==> src/rtl/rtc_wr_cycle.sv <==
// Purpose     : write-side master for the RTC multiplexed address/data bus; runs one
//               address phase, an idle gap and one data phase per accepted start.
// Latency     : start sampled at edge k -> cs_n low from k+1; done pulses at
//               k+1+2*(T_SETUP+T_PULSE+T_HOLD)+T_GAP.
// Backpressure: none queued; start is only sampled in IDLE, and ignored while busy or in DONE.
//
// Ports:
//   clk, reset          rising-edge clock, synchronous active-low reset
//   start               request a write (IDLE only); wr_addr/wr_data captured with it
//   busy, done          transaction in progress / one-cycle completion pulse
//   bus_out, bus_oe     AD bus value and pad output enable
//   ad_sel, cs_n, wr_n  address/data select, chip select, write strobe
//   rd_n                read strobe, held inactive
module rtc_wr_cycle #(
    parameter int T_SETUP = 2,
    parameter int T_PULSE = 4,
    parameter int T_HOLD  = 2,
    parameter int T_GAP   = 4
) (
    input  logic       clk,
    input  logic       reset,
    input  logic       start,
    input  logic [7:0] wr_addr,
    input  logic [7:0] wr_data,
    output logic       busy,
    output logic       done,
    output logic [7:0] bus_out,
    output logic       bus_oe,
    output logic       ad_sel,
    output logic       cs_n,
    output logic       wr_n,
    output logic       rd_n
);

    typedef enum logic [3:0] {
        S_IDLE,
        S_A_SETUP,
        S_A_PULSE,
        S_A_HOLD,
        S_GAP,
        S_D_SETUP,
        S_D_PULSE,
        S_D_HOLD,
        S_DONE
    } state_t;

    // Counter holds "cycles remaining minus one" in the current state, so each
    // state is entered with its length-1 and left when the counter reads zero.
    localparam logic [7:0] SETUP_LD = 8'(T_SETUP - 1);
    localparam logic [7:0] PULSE_LD = 8'(T_PULSE - 1);
    localparam logic [7:0] HOLD_LD  = 8'(T_HOLD - 1);
    localparam logic [7:0] GAP_LD   = 8'(T_GAP - 1);

    state_t     state_q, state_d;
    logic [7:0] cnt_q, cnt_d;
    logic [7:0] addr_q, addr_d;
    logic [7:0] data_q, data_d;

    logic       busy_q, busy_d;
    logic       done_q, done_d;
    logic [7:0] bus_out_q, bus_out_d;
    logic       bus_oe_q, bus_oe_d;
    logic       ad_sel_q, ad_sel_d;
    logic       cs_n_q, cs_n_d;
    logic       wr_n_q, wr_n_d;

    logic       cnt_zero;
    assign cnt_zero = (cnt_q == 8'd0);

    // Next-state and counter
    always_comb begin
        state_d = state_q;
        cnt_d   = cnt_q;
        addr_d  = addr_q;
        data_d  = data_q;
        unique case (state_q)
            S_IDLE: begin
                if (start) begin
                    state_d = S_A_SETUP;
                    cnt_d   = SETUP_LD;
                    addr_d  = wr_addr;
                    data_d  = wr_data;
                end
            end
            S_A_SETUP: begin
                if (cnt_zero) begin
                    state_d = S_A_PULSE;
                    cnt_d   = PULSE_LD;
                end else begin
                    cnt_d = cnt_q - 8'd1;
                end
            end
            S_A_PULSE: begin
                if (cnt_zero) begin
                    state_d = S_A_HOLD;
                    cnt_d   = HOLD_LD;
                end else begin
                    cnt_d = cnt_q - 8'd1;
                end
            end
            S_A_HOLD: begin
                if (cnt_zero) begin
                    state_d = S_GAP;
                    cnt_d   = GAP_LD;
                end else begin
                    cnt_d = cnt_q - 8'd1;
                end
            end
            S_GAP: begin
                if (cnt_zero) begin
                    state_d = S_D_SETUP;
                    cnt_d   = SETUP_LD;
                end else begin
                    cnt_d = cnt_q - 8'd1;
                end
            end
            S_D_SETUP: begin
                if (cnt_zero) begin
                    state_d = S_D_PULSE;
                    cnt_d   = PULSE_LD;
                end else begin
                    cnt_d = cnt_q - 8'd1;
                end
            end
            S_D_PULSE: begin
                if (cnt_zero) begin
                    state_d = S_D_HOLD;
                    cnt_d   = HOLD_LD;
                end else begin
                    cnt_d = cnt_q - 8'd1;
                end
            end
            S_D_HOLD: begin
                if (cnt_zero) begin
                    state_d = S_DONE;
                    cnt_d   = 8'd0;
                end else begin
                    cnt_d = cnt_q - 8'd1;
                end
            end
            S_DONE: begin
                state_d = S_IDLE;
                cnt_d   = 8'd0;
            end
            default: begin
                state_d = S_IDLE;
                cnt_d   = 8'd0;
            end
        endcase
    end

    // Outputs are decoded from the *next* state and then registered, so the
    // pins change on the same edge the state does and never see a comb path
    // from the inputs. cs_n and bus_oe share one decode, keeping them aligned.
    always_comb begin
        busy_d    = 1'b0;
        done_d    = 1'b0;
        bus_out_d = 8'd0;
        bus_oe_d  = 1'b0;
        ad_sel_d  = 1'b0;
        cs_n_d    = 1'b1;
        wr_n_d    = 1'b1;
        unique case (state_d)
            S_A_SETUP, S_A_PULSE, S_A_HOLD: begin
                busy_d    = 1'b1;
                bus_out_d = addr_d;
                bus_oe_d  = 1'b1;
                cs_n_d    = 1'b0;
                wr_n_d    = (state_d != S_A_PULSE);
            end
            S_GAP: begin
                busy_d = 1'b1;
            end
            S_D_SETUP, S_D_PULSE, S_D_HOLD: begin
                busy_d    = 1'b1;
                bus_out_d = data_d;
                bus_oe_d  = 1'b1;
                ad_sel_d  = 1'b1;
                cs_n_d    = 1'b0;
                wr_n_d    = (state_d != S_D_PULSE);
            end
            S_DONE: begin
                done_d = 1'b1;
            end
            default: begin
                busy_d = 1'b0;
            end
        endcase
    end

    always_ff @(posedge clk) begin
        if (!reset) begin
            state_q   <= S_IDLE;
            cnt_q     <= 8'd0;
            addr_q    <= 8'd0;
            data_q    <= 8'd0;
            busy_q    <= 1'b0;
            done_q    <= 1'b0;
            bus_out_q <= 8'd0;
            bus_oe_q  <= 1'b0;
            ad_sel_q  <= 1'b0;
            cs_n_q    <= 1'b1;
            wr_n_q    <= 1'b1;
        end else begin
            state_q   <= state_d;
            cnt_q     <= cnt_d;
            addr_q    <= addr_d;
            data_q    <= data_d;
            busy_q    <= busy_d;
            done_q    <= done_d;
            bus_out_q <= bus_out_d;
            bus_oe_q  <= bus_oe_d;
            ad_sel_q  <= ad_sel_d;
            cs_n_q    <= cs_n_d;
            wr_n_q    <= wr_n_d;
        end
    end

    assign busy    = busy_q;
    assign done    = done_q;
    assign bus_out = bus_out_q;
    assign bus_oe  = bus_oe_q;
    assign ad_sel  = ad_sel_q;
    assign cs_n    = cs_n_q;
    assign wr_n    = wr_n_q;
    assign rd_n    = 1'b1;

endmodule

==> config.mk <==
export PLATFORM = sky130hd
export DESIGN_NAME = rtc_wr_cycle
export DESIGN_NICKNAME = d
export VERILOG_FILES = /design/src/rtl/rtc_wr_cycle.sv
export SDC_FILE = /design/constraint.sdc
export NUM_CORES = 1
export LEC_CHECK = 0
export ABC_CLOCK_PERIOD_IN_PS = 2009
export CORE_UTILIZATION = 53
export CTS_CLUSTER_SIZE = 16
export DETAILED_ROUTE_END_ITERATION = 16
export DONT_BUFFER_PORTS = 1
export GPL_TIMING_DRIVEN = 0
export PLACE_DENSITY = 0.78
export SLEW_MARGIN = 0
export SYNTH_ARGS = -nofsm -noshare
export SYNTH_HDL_FRONTEND = slang
export SYNTH_SLANG_ARGS = --single-unit
==> constraint.sdc <==
create_clock -name clk -period 2.01 [get_ports clk]
set_input_delay 0.201 -clock clk [delete_from_list [all_inputs] [get_ports clk]]
set_output_delay 0.201 -clock clk [all_outputs]
set_load 0.005 [all_outputs]
---- After elaboration in Yosys (flattened, before gate mapping) ----
Cells that the tools add are included.
storage, ports and cells
  bits in latches ......................... 0
  register bits ........................... 42
  output and inout bits ................... 15
  memories ................................ 0
  input bits .............................. 19
  memory bits (read-only) ................. 0
  bits in writable memories ............... 0
  logic and storage cells ................. 63
operators by class
  eq/ne operators ......................... 18
  mux-type cells .......................... 25
  shift-type cells ........................ 0
  bitwise operators ....................... 0
  divide/modulo/power cells ............... 0
  magnitude comparators ................... 0
  reductions and logical operators ........ 8
  multiply operators ...................... 0
  $add $sub $neg .......................... 1
operators by type and width
  kind                                                   number
  2-to-1 mux 8 bit                                       8
  equality test 4 x 3 -> 1 bit, second input constant    8
  2-to-1 mux 4 bit                                       8
  one-hot mux 4 bit (8 select lines)                     1
  one-hot mux 8 bit (4 select lines)                     1
  equality test 4 x 2 -> 1 bit, second input constant    4
  one-hot mux 8 bit (2 select lines)                     1
  OR reduction 3 bit                                     4
  equality test 4 x 1 -> 1 bit, second input constant    2
  zero test 8 bit                                        1
  subtractor 8 x 1 -> 8 bit, second input constant       1
  OR reduction 7 bit                                     1
  OR reduction 6 bit                                     1
  2-to-1 mux 1 bit                                       5
  equality test 4 bit, second input constant             1
  zero test 4 bit                                        1
  inequality test 4 x 2 -> 1 bit, second input constant  1
  inequality test 4 x 3 -> 1 bit, second input constant  1
  inequality test 2 bit, second input constant           1
  one-hot mux 1 bit (2 select lines)                     1

---- Logic depth before layout (Yosys ltp) ----
Gate-level depths: netlist of the first run.
  word-level depth ........................ 6
  gate-level depth with buffers ........... 7
  depth with buffers taken out ............ 6

---- Worst setup path after synthesis of the first run ----
No wires, ideal clock.
  path kind ............................... reg2reg
  start ................................... register state_q[2]
  end ..................................... register bus_out_q[0], in the netlist bus_out[0]
  stages on the path, launching flop included .. 8
  arrival time ............................ 1.882 ns
  path buffers ............................ 3
  period minus slack after synthesis ...... 1.998 ns
  setup time .............................. 0.116 ns
  path slack .............................. 0.012 ns
  required time ........................... 1.894 ns
  path through ............................ dfxtp_1 > buf_6 > or3_1 > buf_6 > nor3b_4 > buf_6 > mux2_4 > o211a_1
on the way
  longest elaborated chain between the ends .. 5
  elaborated cells between the ends (all ways) .. 28
  those cells by class .................... eq/ne (13); mux (12); reduce/logical (3)
RTL lines
  what                                                        line  RTL
  start: declaration                                          54    state_t state_q, state_d;
  start signal: assignment                                    205   state_q <= state_d;
  equality test 4 x 3 -> 1 bit, or another cell as far along  76    unique case (state_q)
  one-hot mux 4 bit (8 select lines)                          76
  equality test 4 x 3 -> 1 bit, or another cell as far along  163   unique case (state_d)
  OR reduction 3 bit                                          --
  one-hot mux 8 bit (2 select lines) (*)                      163
  end signal: assignment                                      211   bus_out_q <= bus_out_d;
  end: declaration                                            61    logic [7:0] bus_out_q, bus_out_d;
Mark *: on every way between the ends. The rest lies on a longest branch, timed or not.
A chain may end at the register's enable or synchronous reset.

---- Worst setup path in the final report of the first run ----
  start ................................... register state_q[2]
  end ..................................... register bus_out_q[4], in the netlist bus_out[4]
Same word-level chain as after synthesis.

==> impl_metrics.py, run 1 <==
metrics = {
    "outcome": {
        "status": "complete, no violations",
    },
    "synthesis": {
        "async_flop_share_pct": 0,
        "synth_area_leader_cell": "dfxtp_1",
        "synthFlopType": "dfxtp_1",
        "yosys.cell_types.count": 47,
        "ys_warn_count": 0,
        "synth-edff-count": 0,
        "ys_seq_elements": 42,
        "syn_avg_cell_area_um2": 9.55,
        "syn_nets": 212,
        "synth.top_cell.area_share_pct": 45.8,
        "netlist_top_cells_area": "dfxtp_1 (46%), nand2_1 (5.5%), o211a_1 (4.9%), mux2_2 (4.3%), a21boi_0 (3.3%)",
        "syn-instance-count": 192,
        "synth.yosys.seq_area_share_pct": 45.8,
        "mappedNetlistArea_um2": 1830,
    },
    "timing": {
        "timing.final.crit_share_pct": 98.5,
        "maxSlewHeadroom_pct": 65.2,
        "drv_slew": 0,
        "tightest_slew_ns": 0.518,
        "hold_viol": 0,
        "clock_skew_ns": 0.00902,
        "setup_violations": 0,
        "fin_crit_ns": 1.98,
        "fmax_mhz": 505,
        "fin_ws_ns": 0.0298,
        "rsz0062_at_grt": "true",
        "whs_ns": 0.0159,
    },
    "layout": {
        "diodes": 0,
        "drive_above_1_share_pct": 19.9,
        "synthToLayoutAreaGrowth_pct": 17.4,
        "final_common_cell": "dfxtp_1",
        "num-nets-final": 235,
        "final_cell_mix": "dfxtp_1 (40), nand2_1 (26), buf_4 (10)",
    },
    "clock_network": {
        "cts_buffer_depth": 2,
        "clk_latency_ns": 0.35,
        "cts_tree": "built",
        "cts_htree_levels": 2,
        "clock_sinks": 42,
        "clk_pin_slew_ns": 0.12,
        "clk_root_buffer_cell": "clkbuf_4",
        "cts_made_buffers": 5,
    },
    "worst_setup_path": {
        "crit_required_ns": 2.26,
        "critPathLaunchType": "register",
        "arrival_ns": 2.23,
        "cp_max_fo": 10,
        "end_kind": "register",
        "crit_type": "reg2reg",
    },
    "grt": {
        "grt_first_pass_wirelength_um": 6000,
        "met2_usage_pct": 36.6,
        "grt_use_met1_pct": 28.5,
        "overflow": 0,
        "grt_use_total_pct": 22.6,
        "antenna_found_initial": 0,
        "grt_max_degree": 13,
        "use_met3_pct": 6.82,
        "grt_pass1_vias": 1306,
        "top_usage_layer": "met2",
    },
    "die": {
        "core_um2": 3180,
        "die_h_um": 60.8,
        "fp.dieW_um": 60.8,
        "start_util_pct": 57.7,
        "top_level_ports": 34,
        "placementRows": 20,
        "die_area_um2": 3700,
    },
    "routing": {
        "wirelength_um": 3870,
        "drt-pass1-iter-count": 4,
        "ant_nets": 0,
        "wl_per_cell_um": 14.9,
        "dr_total_vias": 1439,
        "drt-initial-drc-count": 102,
        "post_drt_via_cell_ratio": 5.53,
        "drc_errors": 0,
    },
    "placed_design": {
        "gp_congestion": 0.806,
        "post-place-ws_ns": -0.285,
        "portBuffers": 0,
        "dp_hpwl_um": 2570,
    },
    "job": {
        "drv_cap": 0,
    },
    "power_and_ir_drop": {
        "powerDensity_nw_per_um2": 1490,
        "pwr-share-comb_pct": 49.1,
        "clkPwrFrac_pct": 13.1,
        "p_seq_share_pct": 37.8,
        "vdd_drop_max_v": 0.000697,
        "sw_frac_of_total_pct": 38.4,
        "p_sw_mw": 1.23,
        "p_int_mw": 1.97,
        "leakage_nw": 0.936,
    },
    "worst_hold_path": {
        "hp-class": "in2reg",
    },
}
## flip-flops by register name, summed over array words and instances (netlist names)
name and count:
ad_sel 1, addr_q 8, bus_oe 1, bus_out 8, busy 1, cnt_q 8, cs_n 1, data_q 8
done 1, state_q 4, wr_n 1
## final cells by class
cell class | instances | area, um^2
fillers | 253 | 1020
multi-input cells | 131 | 951
flip-flops and latches | 42 | 843
repair buffers | 17 | 149
plain buffers | 13 | 76.3
clock buffers | 7 | 55.1
well taps | 44 | 55.1
inverters | 5 | 18.8
clock inverters | 1 | 5.00
## power groups by stage
stage | registers (mW) | logic, mW | clock network [mW]
floorplan | 1.18 | 1.02 | 0
global placement | 1.21 | 1.19 | 0
detailed placement | 1.22 | 1.24 | 0
CTS | 1.20 | 1.34 | 0.435
global route | 1.24 | 1.71 | 0.466
finish | 1.21 | 1.58 | 0.419
## stage by stage
step | power (mW) | TNS [ns] | utilization, % | std cells | instance area, um^2
4_1_cts | 2.98 | 0 | 64.9 | 254 | 2060
3_5_place_dp | 2.46 | -2.72 | 59.4 | 236 | 1890
2_1_floorplan | 2.20 | 0 | - | 192 | 1830
5_1_grt | 3.42 | -0.0930 | 67.8 | 260 | 2150
3_3_place_gp | 2.39 | -2.45 | 59.4 | 236 | 1890
6_report | 3.21 | 0 | 67.8 | 260 | 2150
## path summary, 6_finish.rpt
path	endpoint	from	cells after the start	slack, ns
max	bus_out[4]	state_q[2]	7	0.03
min	data_q[7]	wr_data[7]	2	0.02
max reg2reg	bus_out[4]	state_q[2]	7	0.03
min reg2reg	data_q[0]	data_q[0]	2	0.48
## cell families after synthesis
| group | Yosys count | share of synthesized area, % |
|---|---|---|
| mux | 10 | 6.21 |
| other cells | 1 | 0.204 |
| simple gates | 81 | 24.7 |
| xor+xnor | 3 | 1.43 |
| buf+inv | 19 | 5.39 |
| compound gates | 35 | 15.6 |
| flops | 42 | 45.8 |
| fa+ha+maj | 1 | 0.682 |
## cell usage after synthesis (3+ instances only)
cell / instances
mux2_2: 7
a21boi_0: 8
nand2_1: 27
nor3b_1: 3
o211a_1: 9
inv_1: 5
nand3_1: 6
a211oi_1: 3
o21ai_0: 5
nor2_1: 8
clkbuf_1: 9
nor3_1: 5
and3_1: 3
dfxtp_1: 42
and2_1: 8
nand2b_1: 7
buf_6: 3
## metal layers
layer	wire, um	share of wire, %	vias to the layer above
li1	-	-	710
met1	1730	45	689
met2	1920	50	36
met3	184	4.8	4
met4	33	0.85	0
met5	0	0	-
## worst max-delay path, cell delays in order (launching register included)
cell     delay [ns]
dfxtp_2        0.34
buf_6          0.13
or3_4          0.32
buf_6          0.14
nor3b_4        0.24
buf_6          0.16
mux2_2         0.34
o211a_1        0.21
## timing repair
item                       in CTS  in global routing
hold buffers                    7                  0
pin swaps                       2                  1
resized for setup               3                 14
setup buffers                   4                  6
cloned                          0                  0
hold endpoints to repair        7                  0
setup endpoints to repair      19                 14
(Power assumes the default switching activity.)
==> run 2: changes to the inputs <==
--- a/config.mk
+++ b/config.mk
@@ -6,12 +6,12 @@
 export NUM_CORES = 1
 export LEC_CHECK = 0
 export ABC_CLOCK_PERIOD_IN_PS = 2009
-export CORE_UTILIZATION = 53
+export CORE_UTILIZATION = 55
 export CTS_CLUSTER_SIZE = 16
 export DETAILED_ROUTE_END_ITERATION = 16
 export DONT_BUFFER_PORTS = 1
 export GPL_TIMING_DRIVEN = 0
-export PLACE_DENSITY = 0.78
+export PLACE_DENSITY = 0.8
 export SLEW_MARGIN = 0
 export SYNTH_ARGS = -nofsm -noshare
 export SYNTH_HDL_FRONTEND = slang
==> impl_metrics.py, run 2 (synthesis results as in run 1) <==
metrics = {
    "worst_setup_path": {
        "r2r_slack_ns": 0.08,
        "arrival_ns": 2.23,
        "crit_required_ns": 2.30,
        "cp_max_fo": 10,
        "path_cells": "inv_1 -> ha_2 -> nor3b_4 -> buf_4 -> nand3_1 -> a211oi_4 -> buf_12 -> o211a_1",
        "cp_slowest_stage_delay_ns": 0.37,
        "crit_type": "reg2reg",
        "slowest_stage": "dfxtp_2",
        "reg2regPathDepth": 8,
        "critPathLaunchType": "register",
        "worst-path-buf-inv": 3,
        "reg2reg_from": "cnt_q[0]",
        "end_kind": "register",
        "r2r-end": "bus_out[3]",
        "cp_top_family": "simple AND/OR/NAND/NOR gates",
    },
    "placed_design": {
        "gp_congestion": 0.782,
        "post_dp_cell_area_um2": 1890,
        "portBuffers": 0,
        "dp_hpwl_um": 2500,
    },
    "layout": {
        "drive_above_1_share_pct": 16.1,
        "final_util_pct": 66.1,
        "diodes": 0,
        "design_area_um2": 2050,
        "num-nets-final": 225,
        "synthToLayoutAreaGrowth_pct": 11.9,
        "final_cell_mix": "dfxtp_1 (40), nand2_1 (26), o211a_1 (9)",
        "final_common_cell": "dfxtp_1",
    },
    "power_and_ir_drop": {
        "clkPwrFrac_pct": 12.4,
        "leakage_nw": 0.879,
        "pwr-share-comb_pct": 47.7,
        "p_seq_share_pct": 39.9,
        "sw_frac_of_total_pct": 38.9,
        "p_int_mw": 1.86,
        "p_sw_mw": 1.18,
        "powerDensity_nw_per_um2": 1480,
        "vdd_drop_max_v": 0.000849,
    },
    "clock_network": {
        "cts_buffer_depth": 2,
        "clk_latency_ns": 0.34,
        "cts_made_buffers": 5,
        "clock_sinks": 42,
        "clk_root_buffer_cell": "clkbuf_4",
        "cts_tree": "built",
        "clk_pin_slew_ns": 0.11,
        "cts_htree_levels": 2,
    },
    "job": {
        "drv_cap": 0,
    },
    "die": {
        "start_util_pct": 59.1,
        "die_area_um2": 3570,
        "top_level_ports": 34,
        "placementRows": 20,
        "die_h_um": 59.8,
        "fp.dieW_um": 59.8,
        "core_um2": 3100,
    },
    "timing": {
        "rsz0062_at_grt": "false",
        "fin_crit_ns": 1.93,
        "maxSlewHeadroom_pct": 66.9,
        "tightest_slew_ns": 0.493,
        "fmax_mhz": 517,
        "fin_setup_tns_ns": 0,
        "clock_skew_ns": 0.0121,
        "whs_ns": 0.00215,
        "timing.final.crit_share_pct": 96.2,
        "hold_viol": 0,
        "drv_slew": 0,
        "setup_violations": 0,
    },
    "routing": {
        "dr_total_vias": 1386,
        "wl_per_cell_um": 14.2,
        "ant_nets": 0,
        "wirelength_um": 3530,
        "drc_errors": 0,
        "drt-pass1-iter-count": 4,
        "post_drt_via_cell_ratio": 5.57,
        "drt-initial-drc-count": 86,
    },
    "grt": {
        "grt_pass1_vias": 1289,
        "grt_max_degree": 13,
        "overflow": 0,
        "antenna_found_initial": 0,
        "grt_first_pass_wirelength_um": 5870,
        "grt_use_total_pct": 22.0,
    },
    "worst_hold_path": {
        "hp-class": "in2reg",
        "min_to": "data_q[5]",
        "hold_start": "wr_data[5]",
        "hold_depth": 2,
    },
    "outcome": {
        "status": "complete, no violations",
    },
}
[run 2: worst max path at each step]
| stage | start | end | slack [ns] | depth (start not counted) |
|---|---|---|---|---|
| finish | cnt_q[0] | bus_out[3] | 0.08 | 8 |
| CTS | state_q[2] | bus_out[4] | 0.02 | 7 |
| global placement | cnt_q[0] | bus_out[2] | -0.27 | 7 |
| detailed placement | cnt_q[0] | bus_out[3] | -0.31 | 7 |
| floorplan | state_q[2] | bus_out[0] | 0.01 | 7 |
| global route | cnt_q[0] | bus_out[4] | 0.03 | 8 |
[run 2: final cells by class]
class / count / area (um^2)
plain buffers: 12 / 65.1
clock buffers: 5 / 37.5
clock inverters: 2 / 10.0
fillers: 264 / 1050
inverters: 5 / 18.8
multi-input cells: 131 / 927
flip-flops and latches: 42 / 843
well taps: 44 / 55.1
repair buffers: 8 / 95.1
[run 2: power by group through the flow]
stage	clock (mW)	sequential, mW	combinational, mW
4_1_cts	0.388	1.20	1.34
2_1_floorplan	0	1.18	1.02
5_1_grt	0.427	1.24	1.59
3_5_place_dp	0	1.22	1.23
6_report	0.378	1.21	1.45
3_3_place_gp	0	1.20	1.19
[run 2: through the flow]
stage,setup WS (ns),total power [mW],instances
6_report,0.0762,3.04,249
5_1_grt,0.0267,3.26,249
4_1_cts,0.0239,2.93,247
3_5_place_dp,-0.309,2.45,236
3_3_place_gp,-0.268,2.39,236
2_1_floorplan,0.0121,2.20,192
[run 2: per-layer routing]
metal / vias to the layer above / GRT usage [%] / part of all wire [%]
met5: - / 0 / 0
met1: 637 / 27.5 / 45
met4: 0 / 10.3 / 1.1
met3: 6 / 7.58 / 5.4
met2: 49 / 33.8 / 48
li1: 694 / - / -
[run 2: worst reg2reg max path, cell delays in order (launching register included)]
cell      delay, ns
dfxtp_2        0.37
inv_1          0.09
ha_2           0.23
nor3b_4        0.30
buf_4          0.18
nand3_1        0.15
a211oi_4       0.28
buf_12         0.15
o211a_1        0.14
[run 2: timing repair]
action,in CTS,in global routing
resized for setup,3,7
endpoints found under the setup margin,17,10
pin swaps,2,1
setup buffers,2,2
hold buffers,3,1
hold endpoints to repair,3,1
==> run 3: changes to the inputs <==
==> constraint.sdc (replaced) <==
create_clock -name clk -period 2.01 [get_ports clk]
set_input_delay 0.1005 -clock clk [delete_from_list [all_inputs] [get_ports clk]]
set_output_delay 0.1005 -clock clk [all_outputs]
set_load 0.005 [all_outputs]
==> impl_metrics.py, run 3 (synthesis results as in run 1) <==
metrics = {
    "worst_setup_path": {
        "reg2regPathDepth": 8,
        "reg2reg_from": "cnt_q[0]",
        "arrival_ns": 2.23,
        "crit_required_ns": 2.30,
        "critPathLaunchType": "register",
        "r2r-end": "bus_out[3]",
        "cp_max_fo": 10,
        "crit_type": "reg2reg",
        "end_kind": "register",
        "r2r_slack_ns": 0.07,
    },
    "clock_network": {
        "cts_made_buffers": 5,
        "clk_latency_ns": 0.34,
        "clk_pin_slew_ns": 0.12,
        "cts_htree_levels": 2,
        "clock_sinks": 42,
        "cts_buffer_depth": 2,
        "cts_tree": "built",
        "clk_root_buffer_cell": "clkbuf_4",
    },
    "timing": {
        "setup_violations": 0,
        "tightest_slew_ns": 0.519,
        "fin_setup_tns_ns": 0,
        "fin_crit_ns": 1.94,
        "clock_skew_ns": 0.0137,
        "timing.final.crit_share_pct": 96.4,
        "drv_slew": 0,
        "hold_viol": 0,
        "rsz0062_at_grt": "false",
        "fmax_mhz": 516,
        "maxSlewHeadroom_pct": 65.1,
    },
    "die": {
        "top_level_ports": 34,
        "core_um2": 3100,
        "placementRows": 20,
        "start_util_pct": 59.1,
        "die_h_um": 59.8,
        "die_area_um2": 3570,
        "fp.dieW_um": 59.8,
    },
    "layout": {
        "drive_above_1_share_pct": 15.8,
        "final_cell_mix": "dfxtp_1 (40), nand2_1 (26), o211a_1 (9)",
        "design_area_um2": 2090,
        "final_util_pct": 67.4,
        "diodes": 0,
        "synthToLayoutAreaGrowth_pct": 14.1,
        "final_common_cell": "dfxtp_1",
        "stdcell_count": 253,
        "num-nets-final": 229,
        "fillers": 257,
    },
    "power_and_ir_drop": {
        "p_total_mw": 3.05,
        "vdd_drop_max_v": 0.000850,
        "powerDensity_nw_per_um2": 1460,
        "leakage_nw": 0.895,
    },
    "grt": {
        "grt_use_total_pct": 22.8,
        "antenna_found_initial": 0,
        "overflow": 0,
        "grt_pass1_vias": 1315,
        "grt_first_pass_wirelength_um": 6100,
        "grt_max_degree": 13,
    },
    "placed_design": {
        "dp_hpwl_um": 2500,
        "portBuffers": 0,
        "dp.cells": 236,
        "gp_congestion": 0.782,
        "post_dp_cell_area_um2": 1890,
    },
    "outcome": {
        "status": "complete, no violations",
    },
    "routing": {
        "post_drt_via_cell_ratio": 5.50,
        "wirelength_um": 3660,
        "dr_total_vias": 1391,
        "ant_nets": 0,
        "wl_per_cell_um": 14.5,
        "drt-initial-drc-count": 92,
        "drt-met1-wl_um": 1610,
        "drt-pass1-iter-count": 4,
        "met2_length_um": 1780,
        "highest_layer": "met4",
        "dr_wl_met3_um": 213,
        "drc_errors": 0,
    },
    "worst_hold_path": {
        "hold_start": "wr_addr[4]",
        "hold_depth": 2,
        "min_to": "addr_q[4]",
        "hp-class": "in2reg",
    },
    "job": {
        "drv_cap": 0,
    },
}
==> run 3: changes by cell type in the layout (fill, tap and decap cells not counted), sizes merged <==
cell	delta
dlygate4sd3	+4
==> run 3: cell type report <==
type                       count  area [um^2]  area share (%)
multi-input combinational    131          927            44.3
sequential                    42          843            40.3
timing repair buffer          12          135            6.46
buffer                        12         65.1            3.11
tap                           44         55.1            2.63
clock buffer                   5         37.5            1.79
inverter                       5         18.8           0.897
clock inverter                 2         10.0           0.478
==> run 3: metal layers <==
layer / track usage (%) / vias to the layer above
li1: - / 700
met1: 28.4 / 638
met2: 35.7 / 47
met3: 7.58 / 6
met4: 10.3 / 0
met5: 0 / -
==> run 3: where the power goes <==
part           switching (mW)  leakage [nW]  internal [mW]
registers               0.173         0.345           1.04
logic                   0.762         0.520          0.698
clock network           0.256        0.0308          0.126
total                    1.19         0.895           1.86
==> run 3: critical path, cell delays in order, from the launching register on <==
cell and delay, ns:
dfxtp_2 0.37, inv_1 0.09, ha_2 0.23, nor3b_4 0.30
buf_4 0.18, nand3_1 0.14, a211oi_4 0.28, buf_12 0.15
o211a_1 0.14
==> run 3: worst max path at each step <==
stage               slack [ns]  depth (start not counted)    endpoint  startpoint
finish                    0.07                          8  bus_out[3]    cnt_q[0]
global route              0.03                          8  bus_out[4]    cnt_q[0]
global placement         -0.27                          7  bus_out[2]    cnt_q[0]
floorplan                 0.01                          7  bus_out[0]  state_q[2]
detailed placement       -0.31                          7  bus_out[3]    cnt_q[0]
CTS                       0.02                          7  bus_out[4]  state_q[2]
==> run 3: repair_timing <==
| item | CTS | global route |
|---|---|---|
| pin swaps | 2 | 1 |
| hold buffers | 8 | 0 |
| cloned | 0 | 0 |
| setup buffers | 2 | 2 |
| gates resized for setup | 3 | 7 |
| endpoints found under the hold margin | 8 | 0 |
| endpoints found under the setup margin | 17 | 10 |
==> run 3: stage by stage <==
stage / hold WS [ns] / setup slack, ns
2_1_floorplan: 0.245 / 0.0121
3_3_place_gp: 0.252 / -0.268
3_5_place_dp: 0.257 / -0.309
4_1_cts: 0.0162 / 0.0239
5_1_grt: 0.00448 / 0.0267
6_report: 0.0241 / 0.0716
